[src/rtl/hex_scan_ctrl.sv]
// hex_scan_ctrl: multiplexed 8-digit hex display scanner with a four-phase digit-write port.
// Ports:
//   clk_i      system clock, rising edge
//   rst_i      asynchronous active-high reset
//   wr_req_i   digit-write request (four-phase handshake)
//   wr_idx_i   target digit 0..7
//   wr_data_i  hex value to store
//   wr_ack_o   one-cycle write acknowledge
//   en_i       per-digit enable mask
//   an_o       active-low anode selects
//   seg_o      active-low segments {g,f,e,d,c,b,a}
//   frame_o    one-cycle pulse when the scan wraps from digit 7 to digit 0
// Optional build macro LZ_BLANK_EN: blank leading-zero digits (digit 0 always shown).
module hex_scan_ctrl #(
    parameter int DIV = 4
) (
    input  logic       clk_i,
    input  logic       rst_i,
    input  logic       wr_req_i,
    input  logic [2:0] wr_idx_i,
    input  logic [3:0] wr_data_i,
    output logic       wr_ack_o,
    input  logic [7:0] en_i,
    output logic [7:0] an_o,
    output logic [6:0] seg_o,
    output logic       frame_o
);
    typedef enum logic [1:0] {IDLE, ACK, WAIT_LOW} state_t;
    localparam logic [15:0] LAST = 16'(DIV - 1);
    localparam logic [6:0] SEG_LUT [16] = '{
        7'h40, 7'h79, 7'h24, 7'h30, 7'h19, 7'h12, 7'h02, 7'h78,
        7'h00, 7'h10, 7'h08, 7'h03, 7'h46, 7'h21, 7'h06, 7'h0E
    };
    state_t      state, state_nxt;
    logic [15:0] cnt;
    logic [2:0]  idx;
    logic [3:0]  regs [8];
    logic        wrap;
    logic        wr_en;
    logic        show;
    assign wrap = cnt == LAST;
    always_ff @(posedge clk_i or posedge rst_i) begin
        if (rst_i) begin
            cnt     <= '0;
            idx     <= '0;
            frame_o <= 1'b0;
        end else begin
            cnt     <= wrap ? '0 : cnt + 16'd1;
            idx     <= wrap ? idx + 3'd1 : idx;
            frame_o <= wrap && idx == 3'd7;
        end
    end
    always_ff @(posedge clk_i or posedge rst_i) begin
        if (rst_i) begin
            for (int i = 0; i < 8; i++) regs[i] <= '0;
        end else if (wr_en) begin
            regs[wr_idx_i] <= wr_data_i;
        end
    end
    always_ff @(posedge clk_i or posedge rst_i) begin
        if (rst_i) state <= IDLE;
        else state <= state_nxt;
    end
    always_comb begin
        state_nxt = state;
        wr_en     = 1'b0;
        wr_ack_o  = 1'b0;
        case (state)
            IDLE: begin
                wr_en     = wr_req_i;
                state_nxt = wr_req_i ? ACK : IDLE;
            end
            ACK: begin
                wr_ack_o  = 1'b1;
                state_nxt = WAIT_LOW;
            end
            WAIT_LOW: state_nxt = wr_req_i ? WAIT_LOW : IDLE;
            default:  state_nxt = IDLE;
        endcase
    end
`ifdef LZ_BLANK_EN
    // tail[n] is set when any of regs[n..7] is non-zero
    logic [7:0] tail;
    logic       acc;
    always_comb begin
        acc  = 1'b0;
        tail = '0;
        for (int n = 7; n >= 0; n--) begin
            acc     = acc | (regs[n] != 4'd0);
            tail[n] = acc;
        end
    end
    assign show = en_i[idx] && (idx == 3'd0 || tail[idx]);
`else
    assign show = en_i[idx];
`endif
    // cnt==0 is the guard cycle: everything dark while the anode switches
    assign an_o  = (cnt != '0 && show) ? ~(8'b1 << idx) : 8'hFF;
    assign seg_o = (cnt != '0) ? SEG_LUT[regs[idx]] : 7'h7F;
endmodule
[config.mk]
export PLATFORM = sky130hd
export DESIGN_NAME = hex_scan_ctrl
export DESIGN_NICKNAME = d
export VERILOG_FILES = /design/src/rtl/hex_scan_ctrl.sv
export SDC_FILE = /design/constraint.sdc
export NUM_CORES = 1
export LEC_CHECK = 0
export ABC_AREA = 1
export CELL_PAD_IN_SITES_DETAIL_PLACEMENT = 1
export CELL_PAD_IN_SITES_GLOBAL_PLACEMENT = 2
export CORE_MARGIN = 2
export CORE_UTILIZATION = 25
export DETAILED_ROUTE_END_ITERATION = 10
export PLACE_DENSITY_LB_ADDON = 0.1
export RECOVER_POWER = 100
export SLEW_MARGIN = 25
export SYNTH_ARGS = -nofsm -noshare
export SYNTH_HDL_FRONTEND = slang
export SYNTH_SLANG_ARGS = --single-unit
[constraint.sdc]
create_clock -name clk_i -period 1.8 [get_ports clk_i]
set_clock_uncertainty 0.05 [all_clocks]
set_input_delay 0.36 -clock clk_i [delete_from_list [all_inputs] [get_ports clk_i]]
set_output_delay 0.36 -clock clk_i [all_outputs]
set_load 0.01 [all_outputs]
==> impl_metrics.tcl, run 1 <==
set metrics [dict create \
    status "complete, but fails checks" \
    violations "setup timing" \
    comb_power_share 0.514 \
    arrival_ps 1910 \
    async_flop_share 1.000 \
    io_buffers 34 \
    antenna_found_initial 0 \
    hp-class "reg -> reg" \
    drc_errors 0 \
    pre_cts_slack_ps -689.4 \
    swShare 0.3685 \
    grt_use_met2 0.2455 \
    fin_ws_ps -524.8 \
    rows 41 \
    vias 3101 \
    syn_avg_cell_area_um2 7.664 \
    max-vdd-ir-drop_mv 0.5159 \
    r2r-start "idx[0]" \
    fin_crit_sh 1.292 \
    clockRootBuffer "clkbuf_16" \
    ios 35 \
    place_congestion 0.7557 \
    seq_power_share 0.315 \
    power.density_nw_per_um2 1135 \
    yosys.area.top_type "dfrtp_1" \
    core_area_um2 12520 \
    gr-total-overflow 0 \
    syn_area_um2 3181 \
    die_area_um2 13640 \
    met1_usage 0.2182 \
    finish.net_count 578 \
    p_leak_nw 2.486 \
    setup_viol 15 \
    yosysMostFrequentCell "nand2_1" \
    synth_edf_count 0 \
    fillCellCount 1523 \
    synth_top_area_share 0.4249 \
    die_y_um 116.8 \
    rr_worst_depth 6 \
    min_to "regs[31]" \
    timing.final.max_slew_violations 0 \
    ys_warn_count 0 \
    r2r-end "idx[2]" \
    initial_utilization 0.2541 \
    synth-main-ff-cell "dfrtp_1" \
    synthCells 415 \
    final_core_util 0.3954 \
    grt_max_degree 55 \
    min_path_cells 2 \
    grt_pass1_vias 3152 \
    layout-drive-gt1-share 0.3645 \
    cp.required_ps 1390 \
    netlist_top_cells_area "dfrtp_1 (42%), nand2_1 (12%), nand3_1 (8.5%)" \
    power_switching_mw 2.070 \
    clock-sinks 54 \
    grt_use_total 0.1554 \
    worst-path-max-fanout 7 \
    clock.fmax_mhz 430.1 \
    crit_type "reg -> out" \
    seq_area_frac_synth 0.4249 \
    antennaDiodeCount 0 \
    via_per_inst 4.319 \
    holdBufCountCts 0 \
    p_clk_frac 0.171 \
    cp-start-kind "flip-flop" \
    yosys-top-cells-count "nand2_1 (103), inv_1 (70), dfrtp_1 (54), nand3_1 (54), o21ai_0 (41)" \
    synth-seq-cells 54 \
    grt_pass1_wl_um 16330 \
    period_minus_slack_ps 2325 \
    htreeDepth 2 \
    ant_nets 0 \
    syn_nets 447 \
    synthToLayoutAreaGrowth_pct 55.63 \
    die_x_um 116.8 \
    use_met3 0.03193 \
    drt_iter0_drc 115 \
    dp_hpwl_um 7333 \
    r2r_slack_ps 110 \
    tightest_slew_ps 793.3 \
    insertion_delay_ps 300 \
    rsz0062_at_grt "yes" \
    grt_most_used_layer "met2" \
    path_clk_slew_ps 70 \
    wl_per_cell_um 13.67 \
    ys_types 26 \
    cap_violations 0 \
    dr.pass1.iters 4 \
    routed_wl_um 9814 \
    hold_path.startpoint "regs[31]" \
    cts_tree "done" \
    end_kind "output port" \
    numCtsBuffers 5 \
    intPower_mw 3.547 \
    cts_buffer_depth 2 \
    finalHoldViolCount 0 \
    slew_headroom 0.4711 \
]
[worst max-delay path, stage by stage, from the launching register on]
cell and delay, ps:
dfrtp_2 470, buf_12 170, nand2_2 70, nand3_2 80, nand3_2 110, nand2_4 80
ha_4 270, nand3_1 100, nand3_2 80, nand3_2 60, buf_6 120
[metrics by stage]
stage | TNS, ps | hold slack (ps) | cell area [µm²] | cells | total power [mW]
floorplan | -610.4 | 381.7 | 3262 | 415 | 2.992
global placement | -10740 | 420.6 | 4456 | 699 | 4.191
detailed placement | -12320 | 423.6 | 4456 | 699 | 4.214
CTS | -7171 | 389.6 | 4853 | 712 | 5.609
global route | -9778 | 472.5 | 4950 | 718 | 6.102
finish | -6571 | 437.3 | 4950 | 718 | 5.618
[worst max path at each step]
| stage | endpoint | startpoint | slack [ps] | depth (start not counted) |
|---|---|---|---|---|
| final | seg_o[3] | idx[0] | -520 | 10 |
| after global routing | seg_o[2] | idx[0] | -650 | 10 |
| after CTS | seg_o[2] | idx[0] | -530 | 11 |
| after detailed placement | seg_o[3] | idx[0] | -690 | 10 |
| after global placement | seg_o[6] | idx[0] | -640 | 10 |
| after floorplan | seg_o[2] | idx[0] | -110 | 11 |
[layer usage]
| metal | vias to the layer above | part of all wire |
|---|---|---|
| met5 | - | 0 |
| met4 | 0 | 0.010 |
| met3 | 6 | 0.037 |
| met2 | 44 | 0.45 |
| met1 | 1472 | 0.50 |
| li1 | 1579 | - |
[kinds of logic after synthesis]
| logic type | count (synthesis) | share of synthesized area |
|---|---|---|
| and+or+nand+nor | 204 | 0.3108 |
| adders and majority gates | 14 | 0.05508 |
| xor gates and xnor gates | 8 | 0.02203 |
| AOI/OAI and AO/OA | 51 | 0.08458 |
| DFF | 54 | 0.4249 |
| buffers and inverters | 84 | 0.1027 |
[timing repair]
action,CTS,global route
hold endpoints to repair,0,0
resized for setup,125,32
pin swaps,38,14
cloned,1,0
setup buffers,5,6
setup endpoints to repair,16,21
[layout by cell type, fill, tap and decap left out, types with 3 or more instances in the layout]
master	instances
inv_2	6
inv_4	4
xor2_1	7
nor3_2	5
dfrtp_1	52
clkbuf_4	6
nand3_1	26
nand2_2	16
o211ai_1	4
nand2_4	6
o21ai_1	7
nand4_1	9
clkbuf_1	4
nand3_4	7
nand2_1	84
nor2_1	18
o21ai_0	37
buf_6	20
nand3_2	29
clkbuf_16	5
clkdlybuf4s50_1	15
inv_1	65
ha_4	4
clkbuf_2	6
dlygate4sd3_1	3
buf_2	4
ha_1	8
buf_4	66
buf_12	4
[registers in the layout, indices dropped and copies added, names as in the netlist]
signal   count
frame_o      1
cnt         16
idx          3
state        2
regs        32
[layout make-up]
class	instances	area, µm²	share of cell area
clock buffers	7	132.6	0.02679
inverters	78	307.8	0.06218
multi-input cells	278	1818	0.3673
flip-flops and latches	54	1354	0.2735
well taps	172	215.2	0.04348
repair buffers	129	1122	0.2267
[power by group through the flow]
| stage | combinational (mW) | clock (mW) | sequential, mW |
|---|---|---|---|
| global route | 3.24 | 1.04 | 1.82 |
| global placement | 2.41 | 0 | 1.78 |
| detailed placement | 2.42 | 0 | 1.79 |
| CTS | 2.83 | 1.00 | 1.77 |
| floorplan | 1.25 | 0 | 1.74 |
| finish | 2.89 | 0.960 | 1.77 |
(Power assumes the default switching activity.)
==> run 2: changes to the inputs <==
--- a/config.mk
+++ b/config.mk
@@ -9,7 +9,7 @@
 export CELL_PAD_IN_SITES_DETAIL_PLACEMENT = 1
 export CELL_PAD_IN_SITES_GLOBAL_PLACEMENT = 2
 export CORE_MARGIN = 2
-export CORE_UTILIZATION = 25
+export CORE_UTILIZATION = 30
 export DETAILED_ROUTE_END_ITERATION = 10
 export PLACE_DENSITY_LB_ADDON = 0.1
 export RECOVER_POWER = 100
==> run 2 against run 1 <==
Against the previous run: the run still ends with setup timing left; sequential share of layout area up 1.8 points; worst setup slack worse by 190 ps; flip-flop and latch count is the same; die area fell by 16%; critical endpoint is now seg_o[2]; largest cell class unchanged; highest routed layer unchanged.
==> impl_metrics.tcl, run 2 (synthesized netlist as in run 1, its figures left out) <==
set metrics [dict create \
    htreeDepth 2 \
    initial_utilization 0.3081 \
    drt_iter0_drc 121 \
    final_cell_mix "nand2_1 (97), buf_4 (68), inv_1 (65)" \
    layout-drive-gt1-share 0.3155 \
    end_kind "output port" \
    antenna_found_initial 0 \
    fin_crit_sh 1.394 \
    die_y_um 107.0 \
    fin_area_um2 4649 \
    clock-sinks 54 \
    timing.final.max_slew_violations 0 \
    largest-register "regs" \
    drc_errors 0 \
    dp_hpwl_um 7214 \
    met1_usage 0.2448 \
    largest_reg_flops 32 \
    status "complete, but fails checks" \
    routed_wl_um 9427 \
    cp-start-kind "flip-flop" \
    ios 35 \
    rsz0062_at_grt "yes" \
    dp.cells 657 \
    numCtsBuffers 5 \
    final_core_util 0.4504 \
    ant_nets 0 \
    grt_use_met2 0.3053 \
    worst-path-max-fanout 6 \
    finalHoldViolCount 0 \
    p_total_mw 5.066 \
    final_common_cell "nand2_1" \
    hp-class "reg -> reg" \
    die_area_um2 11440 \
    grt_max_degree 55 \
    grt_pass1_wl_um 16300 \
    antennaDiodeCount 0 \
    gr-total-overflow 0 \
    grt_pass1_vias 3250 \
    setup_viol 15 \
    finish.net_count 573 \
    via_per_inst 4.543 \
    place_congestion 0.8112 \
    clock.fmax_mhz 398.4 \
    arrival_ps 2100 \
    grt_most_used_layer "met2" \
    cts_buffer_depth 2 \
    vias 3080 \
    wl_per_cell_um 13.90 \
    p_leak_nw 2.400 \
    cts_tree "done" \
    slew_headroom 0.4915 \
    placed_area_um2 4365 \
    fin_ws_ps -709.9 \
    grt_use_total 0.1814 \
    cap_violations 0 \
    die_x_um 107.0 \
    insertion_delay_ps 310 \
    biggestRegsByFlops "regs x32, cnt x16, idx x3" \
    dr.pass1.iters 4 \
    use_met3 0.02857 \
    crit_type "reg -> out" \
    power.density_nw_per_um2 1090 \
    io_buffers 34 \
    clockRootBuffer "clkbuf_8" \
    core_area_um2 10320 \
    period_minus_slack_ps 2510 \
    final_cell_count_no_fill 678 \
    rows 37 \
    violations "setup timing" \
    holdBufCountCts 0 \
    cp.required_ps 1390 \
    synthToLayoutAreaGrowth_pct 46.18 \
    path_clk_slew_ps 100 \
    tightest_slew_ps 762.7 \
    max-vdd-ir-drop_mv 0.5357 \
]
run 2: cell count changes in the layout (fill, tap and decap cells not counted), moves of 4 or more:
cell       previous run  this run
clkbuf_2              6         2
clkbuf_16             5         0
clkbuf_1              4        10
nand3_4               7         3
nand2_2              16         4
buf_6                20         8
clkbuf_8              0         5
nand2_1              84        97
run 2: through the flow:
stage                     setup WS [ps]  hold WS (ps)  TNS (ps)
after detailed placement         -694.5         428.5    -11110
final                            -709.9         449.8     -8326
after CTS                        -715.7         354.4     -8812
after global placement           -666.6         418.7    -10360
after global routing             -844.6         496.7    -12260
after floorplan                  -109.3         381.7    -610.4
run 2: final timing paths:
path                                from       end  slack, ps  cells past startpoint
max in group asynchronous          rst_i    idx[1]        480                      3
worst min-delay path            regs[27]  regs[27]        450                      2
worst max-delay path              idx[0]  seg_o[2]       -710                     12
worst min register to register  regs[27]  regs[27]        450                      2
worst max register to register    cnt[0]   cnt[10]         90                      8
min in group asynchronous          rst_i  state[1]        670                      3
run 2: cell type report:
class	instances	area, µm²
Fill cell	1263	5674
Multi-Input combinational cell	277	1698
Sequential cell	54	1354
Timing Repair Buffer	125	1042
Inverter	78	302.8
Tap cell	136	170.2
Clock buffer	6	72.57
Clock inverter	2	10.01
run 2: where the power goes:
group / leakage, nW / internal (mW) / switching (mW)
clock network: 0.0450 / 0.271 / 0.400
registers: 0.688 / 1.59 / 0.181
logic: 1.67 / 1.26 / 1.36
run 2: timing repair:
action                                  CTS  global route
pin swaps                                20            10
buffers inserted                         10             2
endpoints found under the setup margin   16            24
gates resized for setup                  91            24
gates cloned                              1             0
run 2: routing by layer:
| layer | routed length (µm) | share of wire |
|---|---|---|
| met5 | 0 | 0 |
| met4 | 152 | 0.016 |
| met3 | 235 | 0.025 |
| met2 | 4447 | 0.47 |
| met1 | 4591 | 0.49 |
run 2: critical path, stage by stage (launching register included):
cell and delay (ps):
dfrtp_2 450, buf_12 140, buf_16 130, nand2_2 60, nand3_2 60, nand3_2 100, nand2_4 90, buf_6 130
ha_4 160, inv_2 60, nand3_2 80, o211ai_1 180, buf_2 150
